===== config.mk =====
export PLATFORM = sky130hd
export DESIGN_NAME = gf180mcu_fd_sc_mcu7t5v0__rxdgl_sync
export DESIGN_NICKNAME = d
export VERILOG_FILES = /design/src/rtl/gf180mcu_fd_sc_mcu7t5v0__rxdgl_sync_pkg.sv /design/src/rtl/gf180mcu_fd_sc_mcu7t5v0__rxdgl_syncchain.sv /design/src/rtl/gf180mcu_fd_sc_mcu7t5v0__rxdgl_sync.sv
export SDC_FILE = /design/constraint.sdc
export NUM_CORES = 1
export LEC_CHECK = 0
export CAP_MARGIN = 20
export CORE_AREA = 2 2 39 41
export CTS_CLUSTER_DIAMETER = 50
export DETAILED_ROUTE_END_ITERATION = 8
export DIE_AREA = 0 0 41 43
export GPL_TIMING_DRIVEN = 0
export PLACE_DENSITY = 0.52
export SKIP_LAST_GASP = 1
export SLEW_MARGIN = 15
export SYNTH_ARGS = -nofsm -noshare
export SYNTH_HDL_FRONTEND = slang
export SYNTH_SLANG_ARGS = --single-unit

===== constraint.sdc =====
create_clock -name CLK -period 2.62 [get_ports CLK]
set_input_delay 0.655 -clock CLK [delete_from_list [all_inputs] [get_ports CLK]]
set_output_delay 0.655 -clock CLK [all_outputs]
set_load 0.02 [all_outputs]

===== src/rtl/gf180mcu_fd_sc_mcu7t5v0__rxdgl_sync_pkg.sv =====
// Shared definitions for the rxdgl receive-side synchroniser/deglitcher family:
// legal parameter ranges, the registered output bundle and the counter-width helper.
package gf180mcu_fd_sc_mcu7t5v0__rxdgl_sync_pkg;

    localparam int SYNC_STAGES_MIN = 2;
    localparam int SYNC_STAGES_MAX = 4;
    localparam int FILT_LEN_MIN    = 1;
    localparam int FILT_LEN_MAX    = 255;

    // Registered output bundle; every field is driven straight from a flop.
    typedef struct packed {
        logic z;
        logic zr;
        logic zf;
        logic qual;
    } rx_out_t;

    // Counter width for a filter of the given length; never narrower than one bit.
    function automatic int clog2_min1(input int value);
        return (value <= 1) ? 1 : $clog2(value);
    endfunction

endpackage


===== src/rtl/gf180mcu_fd_sc_mcu7t5v0__rxdgl_syncchain.sv =====
// Plain multi-flop synchroniser chain with asynchronous active-low reset.
// No logic between stages, so it can be shared by other cross-domain receive cells.
module gf180mcu_fd_sc_mcu7t5v0__rxdgl_syncchain #(
    parameter int   SYNC_STAGES = 2,
    parameter logic RST_VAL     = 1'b0
) (
    input  logic CLK,
    input  logic RN,
    input  logic D,
    output logic Q
);

    logic [SYNC_STAGES-1:0] stage;

    // NOTE: sequential state uses non-blocking assignments so every stage samples the
    // value its neighbour held before the edge; blocking here would collapse the chain.
    always_ff @(posedge CLK or negedge RN) begin
        if (!RN) begin
            stage <= {SYNC_STAGES{RST_VAL}};
        end else begin
            stage <= {stage[SYNC_STAGES-2:0], D};
        end
    end

    assign Q = stage[SYNC_STAGES-1];

endmodule


===== src/rtl/gf180mcu_fd_sc_mcu7t5v0__rxdgl_sync.sv =====
// Synchronises asynchronous input I into the CLK domain and rejects glitches shorter
// than FILT_LEN sampled cycles; drives a clean level Z plus rise/fall strobes.
module gf180mcu_fd_sc_mcu7t5v0__rxdgl_sync
    import gf180mcu_fd_sc_mcu7t5v0__rxdgl_sync_pkg::*;
#(
    parameter int   SYNC_STAGES = 2,
    parameter int   FILT_LEN    = 4,
    parameter logic RST_VAL     = 1'b0
) (
    input  logic CLK,
    input  logic RN,
    input  logic I,
    output logic Z,
    output logic ZR,
    output logic ZF,
    output logic QUAL
);

    localparam int              CNT_W    = clog2_min1(FILT_LEN);
    localparam logic [CNT_W-1:0] CNT_LAST = CNT_W'(FILT_LEN - 1);

    if (SYNC_STAGES < SYNC_STAGES_MIN || SYNC_STAGES > SYNC_STAGES_MAX) begin : g_bad_sync
        $error("rxdgl_sync: SYNC_STAGES=%0d outside legal range", SYNC_STAGES);
    end
    if (FILT_LEN < FILT_LEN_MIN || FILT_LEN > FILT_LEN_MAX) begin : g_bad_filt
        $error("rxdgl_sync: FILT_LEN=%0d outside legal range", FILT_LEN);
    end

    logic             s;
    logic [CNT_W-1:0] cnt_q;
    logic [CNT_W-1:0] cnt_nxt;
    rx_out_t          out_q;
    rx_out_t          out_nxt;

    gf180mcu_fd_sc_mcu7t5v0__rxdgl_syncchain #(
        .SYNC_STAGES (SYNC_STAGES),
        .RST_VAL     (RST_VAL)
    ) u_syncchain (
        .CLK (CLK),
        .RN  (RN),
        .D   (I),
        .Q   (s)
    );

    // Implicit two-state machine: STABLE while cnt_q == 0, QUALIFY otherwise.
    // A sample that agrees with Z throws away any partial count.
    always_comb begin
        // NOTE: every variable gets a default before any branch, so no path leaves
        // one unassigned and no latch is inferred.
        cnt_nxt      = '0;
        out_nxt      = '{z: out_q.z, zr: 1'b0, zf: 1'b0, qual: 1'b0};
        if (s != out_q.z) begin
            if (cnt_q == CNT_LAST) begin
                out_nxt.z  = s;
                out_nxt.zr = s;
                out_nxt.zf = ~s;
            end else begin
                cnt_nxt = cnt_q + 1'b1;
            end
        end
        out_nxt.qual = (cnt_nxt != '0);
    end

    // QUAL is registered from the next count so it matches cnt != 0 with no path from I.
    always_ff @(posedge CLK or negedge RN) begin
        if (!RN) begin
            cnt_q <= '0;
            out_q <= '{z: RST_VAL, zr: 1'b0, zf: 1'b0, qual: 1'b0};
        end else begin
            cnt_q <= cnt_nxt;
            out_q <= out_nxt;
        end
    end

    assign Z    = out_q.z;
    assign ZR   = out_q.zr;
    assign ZF   = out_q.zf;
    assign QUAL = out_q.qual;

endmodule


==> run metrics <==
hold slack=0.351 ns; flops & latches, synth=8; fill count=139; register area=200 sq um; synthesized area=282 sq um; RSZ-0062 raised after global routing=false; Residual DRC=0; design area=384 sq um; Critical Path Max Stage Delay=between 0.6 and 0.7 ns; pwr dens=1000 mW/mm^2; worst r2r src=cnt_q[0]$_DFF_PN0_; most frequent cell after synthesis=dfrtp_1; Multi-input gate area=77.6 sq um; Synth area leader=dfrtp_1; arrival time at the worst endpoint=1.28 ns; Post CTS Setup Buffer Count=0; slowest cell on the critical path=clkdlybuf4s50_1; Buf/Inv on CP=1; Synthesized Nets=25; clk slew on worst S/H paths=0.05 ns; synth top area cells=dfrtp_1 71%, ha_1 8.9%, and2_1 4.4%; initial antenna violation count=0; I/O pins=7; routed vias/inst=3.98; Routed Antenna Nets=0; Synth cell types=10; multiplexer share of the synthesized area=0; gr usage total=0.0782; async set-reset flop share out of synthesis=1.00; CTS tree=built; GRT overflow=0; final setup fails=0; Leak=0.180 nW; Placer Congestion=0.664; Worst Setup SP=Z$_DFFE_PN0P_; Max FO, Critical Path=4; Synth Area in Compound Gates=0.0444; largest family of logic cells by synthesized area=simple AND/OR/NAND/NOR gates; core area=0.00138 sq mm; Starting Density=0.203; Tcrit/Tclk final=0.739; dominant synthesized flop cell=dfrtp_1; drt pass-1 iters=2; # H-tree levels=1; critical path endpoint category=primary output; fmax=0.516 GHz; worst path cell trace=clkdlybuf4s50_1; Post-DP Area=362 sq um; antenna cells=0; Synth Area in Adders=0.0889; minimum clock period=1.94 ns; clock sinks=8; Setup TNS=0 ns; post-synth top area share=0.711; first-pass GRT wire length=around 750 um; CP top delay family=buffers and inverters; startpoint types=register; endpoints failing hold=0; Post-CTS Hold Buffers=0; clock buffer depth=2; Die Ht=43 um; Port Buffers=6; Synth Area per Inst=between 10 and 15 sq um; nets@finish=36; Peak supply drop=0.281 mV; DIE AREA=0.00176 sq mm; Synth Area in XOR/XNOR=0.0311; status=completed; Simple-Gate Fraction of Synth Area=0.111; sequential cell area fraction in the yosys report=0.711; EDFF count, synth=0; Clock Skew=0.00267 ns; chip width=41 um; CTS buffer count=3; post-CTS sizing=0; Crit Path Category=register to primary output; DP HPWL=336 um; Worst-Margin Slew=0.353 ns; max-slew violations=0; clk_lat worst skew=between 0.2 and 0.3 ns; Syn-to-layout area delta=36.4%; aggregate routed wire length=424 um; CTS root buffer=clkbuf_4; vias in the first global route=178; Max-Cap Viols=0; ratio of cells with drive above 1 in the final layout=0.103; via count=179; Post-Synthesis Cells=20; drt wl/cell=9.42 um; row count=14; DR iter-0 viols=2; Critical Path RT=just under 2 ns; Hold Path Class=register to register; top post-synthesis cells by count=8 x dfrtp_1, 2 x and2_1, 2 x ha_1, 2 x nor2_1; HP Start=u_syncchain.stage[0]$_DFF_PN0_; Slew headroom=0.764; largest net degree at the start of global routing=9; Warnings, synthesis=0
==> through the flow <==
| stage | total power, mW | util | setup WS [ns] | cells |
|---|---|---|---|---|
| final | 0.385 | 0.278 | 0.683 | 45 |
| after global routing | 0.410 | 0.278 | 0.643 | 45 |
| after CTS | 0.393 | 0.278 | 0.671 | 45 |
| after detailed placement | 0.297 | 0.261 | 0.949 | 42 |
| after global placement | 0.288 | 0.261 | 0.963 | 42 |
| after floorplan | 0.243 | - | 1.50 | 20 |
==> power breakdown <==
part	switching (mW)	internal, mW	total [mW]
logic	0.0578	0.0592	0.117
registers	0.0202	0.155	0.175
clock network	0.0407	0.0523	0.0930
==> flip-flops by register name, summed over array words and instances (netlist names) <==
signal,count
QUAL,1
Z,1
ZF,1
ZR,1
cnt_q,2
u_syncchain.stage,2
==> per-layer routing <==
metal,track usage,routed length (um)
met5,0,0
met4,0.120,34
met3,0.0471,34
met2,0.0938,221
met1,0.0667,134
==> cells by family after synthesis <==
family,Yosys count
buffers and inverters,1
XOR/XNOR,1
AO/OA/AOI/OAI,2
flip-flops,8
adder cells (fa/ha/maj),2
AND/OR/NAND/NOR,6
==> cells in the final DEF, fill, tap and decap left out, drive strengths merged <==
cell type      synthesis  layout
dfrtp                  8       8
nor2                   2       2
nor3b                  1       1
nand2                  1       1
clkdlybuf4s50          0       6
clkbuf                 0       3
xor2                   1       1
inv                    1       1
o21ai                  1       1
and2                   2       2
ha                     2       2
o21a                   1       1
==> worst paths after layout <==
kind                                             endpoint  cells past startpoint  slack [ns]
min                        u_syncchain.stage[1]$_DFF_PN0_                      0        0.35
max                                                     Z                      1        0.68
max reg2reg                                QUAL$_DFF_PN0_                      2        1.63
min reg2reg                u_syncchain.stage[1]$_DFF_PN0_                      0        0.35
max in group asynchronous                   Z$_DFFE_PN0P_                      1        1.69
min in group asynchronous                  QUAL$_DFF_PN0_                      1        0.67
==> cell type report <==
type,instances,area share
multi-input cells,11,0.202
flip-flops and latches,8,0.521
inverters,1,0.00977
repair buffers,6,0.156
clock buffers,3,0.0586
well taps,16,0.0521
(Power assumes the default switching activity.)
